**src/rtl/sci_acc_pkg.sv**
```systemverilog
// Shared types and sizes for the accelerator result/command FIFO and its drain logic.
package sci_acc_pkg;

    localparam int DATA_WIDTH     = 32;
    localparam int NUM_MODES      = 8;
    localparam int RES_WIDTH      = 8;
    localparam int FIFO_DEPTH     = 16;
    localparam int FIFO_CNT_WIDTH = $clog2(FIFO_DEPTH) + 1;
    localparam int MODE_IDX_W     = $clog2(NUM_MODES);
    localparam int WORD_WIDTH     = DATA_WIDTH + NUM_MODES + RES_WIDTH;

    // Field order puts data in the MSBs and res in the LSBs of the FIFO word.
    typedef struct packed {
        logic [DATA_WIDTH-1:0] data;
        logic [NUM_MODES-1:0]  mode;
        logic [RES_WIDTH-1:0]  res;
    } fifo_word_t;

    typedef enum logic [2:0] {
        DRAIN_IDLE,
        DRAIN_POP,
        DRAIN_WAIT,
        DRAIN_CAPT,
        DRAIN_HOLD
    } drain_state_t;

endpackage

```
**src/rtl/sci_onehot_dec.sv**
```systemverilog
// One-hot to binary decoder: idx is the lowest set bit (0 if none), err flags
// a field that is not exactly one-hot.
module sci_onehot_dec #(
    parameter int N     = 8,
    parameter int IDX_W = $clog2(N)
) (
    input  logic [N-1:0]     onehot,
    output logic [IDX_W-1:0] idx,
    output logic             err
);

    logic [N-1:0] below;

    assign below = onehot - N'(1);

    always_comb begin
        idx = '0;
        for (int i = N - 1; i >= 0; i--) begin
            if (onehot[i]) idx = IDX_W'(i);
        end
    end

    // Clearing the lowest set bit leaves nonzero iff more than one bit was set.
    assign err = (onehot == '0) || ((onehot & below) != '0);

endmodule

```
**src/rtl/sci_fifo_drain.sv**
```systemverilog
// Drains the accelerator result FIFO one entry at a time onto a valid/ready port.
// Define SCI_FIFO_DRAIN_PERF_EN to add saturating drain/stall counters.
//
// state | meaning
// IDLE  | no entry held, waiting for FIFO non-empty
// POP   | fifo_rd strobe for one cycle
// WAIT  | FIFO dataOut and EMPTY settle after the pop
// CAPT  | register the unpacked word into the output registers
// HOLD  | out_valid high until downstream accepts
module sci_fifo_drain
    import sci_acc_pkg::*;
(
    input  logic                  Clk,
    input  logic                  Rst,
    input  logic                  fifo_empty,
    input  logic [WORD_WIDTH-1:0] fifo_data,
    output logic                  fifo_rd,
    output logic                  fifo_en,
    output logic                  out_valid,
    input  logic                  out_ready,
    output logic [DATA_WIDTH-1:0] out_data,
    output logic [MODE_IDX_W-1:0] out_mode,
    output logic [RES_WIDTH-1:0]  out_res,
    output logic                  out_mode_err,
    output logic                  busy
`ifdef SCI_FIFO_DRAIN_PERF_EN
    ,
    output logic [31:0]           drain_cnt,
    output logic [31:0]           stall_cnt
`endif
);

    drain_state_t          state;
    fifo_word_t            word;
    logic [MODE_IDX_W-1:0] dec_idx;
    logic                  dec_err;

    assign word    = fifo_word_t'(fifo_data);
    assign fifo_en = ~Rst;
    assign busy    = (state != DRAIN_IDLE);

    sci_onehot_dec #(
        .N     (NUM_MODES),
        .IDX_W (MODE_IDX_W)
    ) u_mode_dec (
        .onehot (word.mode),
        .idx    (dec_idx),
        .err    (dec_err)
    );

    always_ff @(posedge Clk) begin
        if (Rst) begin
            state        <= DRAIN_IDLE;
            fifo_rd      <= 1'b0;
            out_valid    <= 1'b0;
            out_data     <= '0;
            out_mode     <= '0;
            out_res      <= '0;
            out_mode_err <= 1'b0;
        end else begin
            case (state)
                DRAIN_IDLE: begin
                    if (!fifo_empty) begin
                        state   <= DRAIN_POP;
                        fifo_rd <= 1'b1;
                    end
                end
                DRAIN_POP: begin
                    state   <= DRAIN_WAIT;
                    fifo_rd <= 1'b0;
                end
                DRAIN_WAIT: begin
                    state <= DRAIN_CAPT;
                end
                DRAIN_CAPT: begin
                    out_data     <= word.data;
                    out_mode     <= dec_idx;
                    out_res      <= word.res;
                    out_mode_err <= dec_err;
                    out_valid    <= 1'b1;
                    state        <= DRAIN_HOLD;
                end
                DRAIN_HOLD: begin
                    // EMPTY is only consulted once the held entry has transferred.
                    if (out_ready) begin
                        out_valid <= 1'b0;
                        if (!fifo_empty) begin
                            state   <= DRAIN_POP;
                            fifo_rd <= 1'b1;
                        end else begin
                            state <= DRAIN_IDLE;
                        end
                    end
                end
                default: begin
                    state     <= DRAIN_IDLE;
                    fifo_rd   <= 1'b0;
                    out_valid <= 1'b0;
                end
            endcase
        end
    end

`ifdef SCI_FIFO_DRAIN_PERF_EN
    always_ff @(posedge Clk) begin
        if (Rst) begin
            drain_cnt <= '0;
            stall_cnt <= '0;
        end else if (out_valid) begin
            if (out_ready) begin
                if (drain_cnt != '1) drain_cnt <= drain_cnt + 32'd1;
            end else begin
                if (stall_cnt != '1) stall_cnt <= stall_cnt + 32'd1;
            end
        end
    end
`endif

endmodule

```
**config.mk**
```make
export PLATFORM = sky130hd
export DESIGN_NAME = sci_fifo_drain
export DESIGN_NICKNAME = d
export VERILOG_FILES = /design/src/rtl/sci_acc_pkg.sv /design/src/rtl/sci_onehot_dec.sv /design/src/rtl/sci_fifo_drain.sv
export SDC_FILE = /design/constraint.sdc
export NUM_CORES = 1
export LEC_CHECK = 0
export ABC_AREA = 1
export BUFFER_PORTS_ARGS = -buffer_cell sky130_fd_sc_hd__buf_2
export CAP_MARGIN = 20
export CORE_MARGIN = 10
export CORE_UTILIZATION = 35
export CTS_CLUSTER_DIAMETER = 80
export DETAILED_ROUTE_END_ITERATION = 6
export PLACE_DENSITY = 0.64
export REMOVE_ABC_BUFFERS = 1
export SETUP_SLACK_MARGIN = 0.05
export SLEW_MARGIN = 20
export SYNTH_ARGS = -nofsm -noshare
export SYNTH_HDL_FRONTEND = slang
export SYNTH_HIERARCHICAL = 1
export SYNTH_SLANG_ARGS = --single-unit
```
**constraint.sdc**
```tcl
create_clock -name Clk -period 1.2 [get_ports Clk]
set_input_delay 0.18 -clock Clk [delete_from_list [all_inputs] [get_ports Clk]]
set_output_delay 0.18 -clock Clk [all_outputs]
set_load 0.02 [all_outputs]
```
# Yosys cells after proc, flatten, opt, wreduce, memory -nomap -nowiden
# Index checks and enable logic that the tools add are counted.
# W data, S select, Z words.
[word_totals]
ff_bits = 49
latch_bits = 0
ramBits = 0
mem_bits_ro = 0
input_bits = 52
out_inout_bits = 48
word_cells = 45
mem_count = 0
[classes]
n_addsub = 1
multipliers = 0
div = 0
magnitude_cmp = 0
n_eq_ne = 6
n_shift = 0
muxes = 17
bitwise_logic = 4
n_reduce_logical = 10
[op_table]
columns = ["cell", "n"]
rows = [
  ["$mux W3", 10],
  ["$pmux W3 S5", 1],
  ["$and A8 B8 Y8", 1],
  ["$logic_not A8 Y1", 1],
  ["$reduce_bool A8 Y1", 1],
  ["$sub A8 B1 Y8 const B", 1],
  ["$eq A3 B2 Y1 const B", 2],
  ["$pmux W1 S3", 2],
  ["$reduce_and A2 Y1", 3],
  ["$mux W1", 4],
  ["$ne A2 B2 Y1 const B", 2],
  ["$eq A3 B1 Y1 const B", 1],
  ["$eq A3 B3 Y1 const B", 1],
  ["$logic_not A3 Y1", 1],
  ["$not A1 Y1", 3],
  ["$reduce_bool A3 Y1", 1],
  ["$reduce_or A3 Y1", 1],
  ["$reduce_or A2 Y1", 1],
  ["$logic_or A1 B1 Y1", 1],
]

# Longest topological paths before layout
[depth]
ltp_word = 8
ltp_mapped = 9
depth_no_buf = 9

# By module
# Netlist, hierarchy kept.
[modules_own_cells]
columns = ["mod", "n_inst", "cells_each", "area_per_inst_um2"]
rows = [
  ["sci_fifo_drain", 1, 218, 1722.9],
  ["sci_onehot_dec", 1, 37, 165.2],
]

# Least setup slack after synthesis
# OpenSTA, ideal clock, no wires.
[synth_path]
kind = "reg-to-reg"
from = "register state[1]"
to = "register out_data[11]"
setup_ps = 116
arrival_ps = 973
required_time_ps = 1084
setup_slack_ps = 111
path_stages_with_launch = 7
n_path_buf = 1
synth_period_minus_slack_ps = 1089
cell_sequence = "dfxtp_1 nand2_1 nor2_4 inv_2 buf_4 nor2_1 nor2_1"
[synth_via]
elab_chain_len = 1
[synth_lines]
columns = ["item", "line_no", "source"]
rows = [
  ["from (decl)", "sci_fifo_drain.sv:33", "drain_state_t state;"],
  ["from (signal assigned)", "sci_fifo_drain.sv:53", "state <= DRAIN_IDLE;"],
  ["from (signal assigned)", "sci_fifo_drain.sv:64", "state <= DRAIN_POP;"],
  ["from (signal assigned)", "sci_fifo_drain.sv:69", "state <= DRAIN_WAIT;"],
  ["$eq A3 B2 Y1", "sci_fifo_drain.sv:61", "case (state)"],
  ["to (signal assigned)", "sci_fifo_drain.sv:76", "out_data <= word.data;"],
  ["to (decl)", "sci_fifo_drain.sv:21", "output logic [DATA_WIDTH-1:0] out_data,"],
]
# Every way passes these cells.
# A chain may end at the register's enable or synchronous reset.

# Final worst setup path
[layout_path]
from = "register state[0]"
to = "output port busy"
[layout_via]
elab_chain_len = 1
[layout_lines]
columns = ["item", "line_no", "source"]
rows = [
  ["$reduce_bool A3 Y1", "sci_fifo_drain.sv:40", "assign busy = (state != DRAIN_IDLE);"],
  ["to (decl)", "sci_fifo_drain.sv:25", "output logic busy"],
]
# Every way passes these cells.

==> flow_summary.rst <==
.. list-table::
   :header-rows: 1

   * - Metric
     - Value
   * - Outcome
     - finished with violations
   * - Violations in the final reports
     - negative setup slack
   * - Sw power
     - 1.07 mW
   * - Layout Area Growth over Synthesis
     - 41.4%
   * - Proportion of total power due to net switching
     - 0.280
   * - Buffer depth of the longest clock path
     - 2
   * - Largest net degree at the start of global routing
     - 33
   * - Setup crit start kind
     - flop
   * - Final setup vio count
     - 1
   * - Average detailed-routed wire length per instance
     - 12.7 um
   * - Worst-path fanout max
     - 3
   * - Combined buffer and inverter count along the critical path
     - 2
   * - Clock root buffer
     - sky130_fd_sc_hd__clkbuf_8
   * - Most instantiated flip-flop cell in the synthesis netlist
     - sky130_fd_sc_hd__dfxtp_1
   * - Per-instance average area after synthesis
     - 7.40 sq um
   * - Detailed-router iteration count before antenna repair
     - 4
   * - Leading post-synthesis cells by cell area
     - sky130_fd_sc_hd__dfxtp_1, sky130_fd_sc_hd__nor2_1, sky130_fd_sc_hd__o21ai_0, sky130_fd_sc_hd__nand2_1, sky130_fd_sc_hd__inv_1
   * - H-tree Lvls
     - 2
   * - Crit end category
     - primary output
   * - Worst-path cell chain
     - nor2_1 -> buf_4 -> nand2_2 -> buf_6
   * - Final routed wirelength across all metal layers
     - 5.45 mm
   * - Number of inserted diodes
     - 0
   * - Post-detailed-route count of antenna-violating nets
     - 0
   * - Clock Latency Late Sink
     - 0.30 ns
   * - Remaining Overflow, GRT
     - 0
   * - Power after layout
     - 3.82 mW
   * - Total of warnings raised by yosys
     - 6
   * - Sequential share of power
     - 0.477
   * - Cell area reported after detailed placement
     - 2480 sq um
   * - Pwr dens
     - 1430 nW/um^2
   * - Slew HR
     - 0.874
   * - Synthesized instance count
     - 255
   * - Clock group share of total power
     - 0.314
   * - Die footprint
     - 8730 sq um
   * - Effective utilization at floorplan
     - 0.365
   * - Cell internal pwr
     - 2.75 mW
   * - Fraction of synthesized cell area taken by the top area cell type
     - 0.520
   * - Weighted congestion reported at the end of routability-driven placement
     - 0.730
   * - Flop and latch count out of synthesis
     - 49
   * - Routed via count divided by cell count
     - 4.58
   * - RSZ-0062 raised after global routing
     - true
   * - Final critical path time including I/O delays and setup
     - 1.21 ns
   * - Worst setup skew after layout
     - 0.00670 ns
   * - Kind of critical path
     - flop to primary output
   * - Fmax achieved
     - 826 MHz
   * - Final clock period utilization by the worst path
     - 1.01
   * - Top cells by instance count after synthesis
     - sky130_fd_sc_hd__nor2_1, sky130_fd_sc_hd__dfxtp_1, sky130_fd_sc_hd__o21ai_0
   * - Maximum VDD drop
     - 0.586 mV
   * - Gr usage total
     - 0.123
   * - Wire length of the first global-routing pass
     - 9.07 mm
   * - CTS clock-pin slew for the worst setup and hold paths
     - 0.09 ns
   * - Slowest stage cell on the critical path
     - sky130_fd_sc_hd__dfxtp_2
   * - Die Wd
     - 93.4 um
   * - Delay-heaviest family, CP
     - flip-flops
   * - Input/output buffers
     - 99
   * - Post-synth EDFFs
     - 0
   * - Total vias in the final route
     - 1961
   * - Cell Rows
     - 26
   * - Boundary Pins
     - 100
   * - Share of power burned in combinational logic
     - 0.209
   * - Proportion of layout cells with a drive suffix above 1
     - 0.380
   * - Total of max-cap violations
     - 0
   * - Post-DP HPWL
     - 4.11 mm
   * - Detailed Route Iter0 Violations
     - 51
   * - Post-route worst hold slack
     - 0.101 ns
   * - Largest stage delay on the critical path
     - 0.33 ns
   * - Area of the core
     - 5170 sq um
   * - Number of sinks handled by clock tree synthesis
     - 49
   * - Vertical die dimension
     - 93.4 um
   * - Total Nets Final
     - 409
   * - CTS tree
     - yes
   * - Num CTS Buffers
     - 5
   * - Number of global-route vias before repair
     - 1964
   * - Sequential element share of the synthesized area
     - 0.520
   * - Slew at the pin closest to its max-slew limit
     - 0.189 ns
   * - Final setup margin
     - -0.0108 ns
   * - Fraction of registers with async set or reset after synthesis
     - 0
   * - Number of pins exceeding their max-slew limit in the final report
     - 0
   * - Largest area contributor in the netlist
     - sky130_fd_sc_hd__dfxtp_1
   * - Worst Hold Class
     - input pin to flop
   * - Worst endpoint required time
     - 1.02 ns
   * - Post-route cell area
     - 2670 sq um
   * - Most frequent cell after synthesis
     - sky130_fd_sc_hd__nor2_1
   * - Number of different library cells in the post-synthesis netlist
     - 21
   * - Cell Area, Synth
     - 1890 sq um
   * - CP Data Arrival Time
     - 1.03 ns
   * - Antenna violations before repair
     - 0
   * - DRC Markers
     - 0
   * - Final-report hold violation count
     - 0
   * - Leakage
     - 1.43 nW
[worst register-to-register path: stages (launching register included)]
cell and delay [ns]:
sky130_fd_sc_hd__dfxtp_2 0.35, sky130_fd_sc_hd__nand2_1 0.10, sky130_fd_sc_hd__nor2_4 0.16, sky130_fd_sc_hd__inv_2 0.08, sky130_fd_sc_hd__buf_12 0.17, sky130_fd_sc_hd__nor2_1 0.12
sky130_fd_sc_hd__nor2_1 0.05
[layout make-up]
class | count | area [sq um]
clock buffers | 7 | 86.3
clock inverters | 1 | 30.0
fillers | 514 | 2500
inverters | 10 | 37.5
multi-input cells | 184 | 837
flip-flops and latches | 49 | 985
well taps | 70 | 87.6
repair buffers | 107 | 606
[flip-flops by register name, indices dropped and copies added (netlist names)]
signal	count
fifo_rd	1
out_data	32
out_mode	3
out_mode_err	1
out_res	8
out_valid	1
state	3
[cell usage in the layout (no fill, tap or decap), types with 2 or more instances in the layout]
master / count
sky130_fd_sc_hd__nor2_1: 85
sky130_fd_sc_hd__nor2_2: 14
sky130_fd_sc_hd__nor2_4: 2
sky130_fd_sc_hd__clkbuf_8: 6
sky130_fd_sc_hd__dfxtp_2: 3
sky130_fd_sc_hd__buf_8: 2
sky130_fd_sc_hd__buf_6: 2
sky130_fd_sc_hd__buf_12: 2
sky130_fd_sc_hd__buf_4: 3
sky130_fd_sc_hd__nand3_1: 4
sky130_fd_sc_hd__dfxtp_1: 46
sky130_fd_sc_hd__nand2_1: 20
sky130_fd_sc_hd__a21oi_1: 4
sky130_fd_sc_hd__buf_2: 98
sky130_fd_sc_hd__inv_1: 9
sky130_fd_sc_hd__o21ai_0: 47
[stage by stage]
step	cells	util	setup slack, ns	TNS [ns]
global route	428	0.516	-0.0466	-0.0542
finish	428	0.516	-0.0108	-0.0108
CTS	428	0.505	-0.0184	-0.0184
detailed placement	419	0.479	0.0428	0
global placement	419	0.479	0.130	0
floorplan	243	-	-0.328	-14.70
[logic make-up (layout without fill, tap and decap cells)]
group	Yosys count	in the layout	share of synthesized area
simple gates	129	129	0.272
compound gates	55	55	0.150
buf+inv	22	125	0.0583
flops	49	49	0.520
[what timing repair did]
item | CTS | global route
endpoints found under the hold margin | 0 | 0
pin swaps | 1 | 1
hold buffers | 0 | 0
cloned | 0 | 0
setup buffers | 1 | 0
gates resized for setup | 6 | 19
setup endpoints to repair | 2 | 28
[path summary, 6_finish.rpt]
path                                             from                        to  slack [ns]  cells past startpoint
worst max-delay path            state[0]$_SDFFE_PP0P_                      busy       -0.01                      4
worst min-delay path                    fifo_data[17]  out_data[1]$_SDFFE_PP0P_        0.10                      3
worst max register to register  state[1]$_SDFFE_PP0P_  out_mode[2]$_SDFFE_PP0P_        0.07                      6
worst min register to register   fifo_rd$_SDFFE_PP0P_      fifo_rd$_SDFFE_PP0P_        0.46                      2
[power groups by stage]
stage               clock network [mW]  logic [mW]  registers [mW]
finish                            1.20       0.799            1.82
floorplan                            0       0.259            2.01
detailed placement                   0       0.759            1.86
global route                      1.30       0.891            1.84
global placement                     0       0.747            1.86
CTS                               1.25       0.785            1.82
[routing by layer]
metal / track usage / vias to the layer above / share of wire
met2: 0.198 / 71 / 0.46
met5: 0 / - / 0
met4: 0.0347 / 0 / 0.0072
met3: 0.0655 / 2 / 0.12
li1: - / 1019 / -
met1: 0.138 / 869 / 0.42
Power figures use the tool's default switching activity.
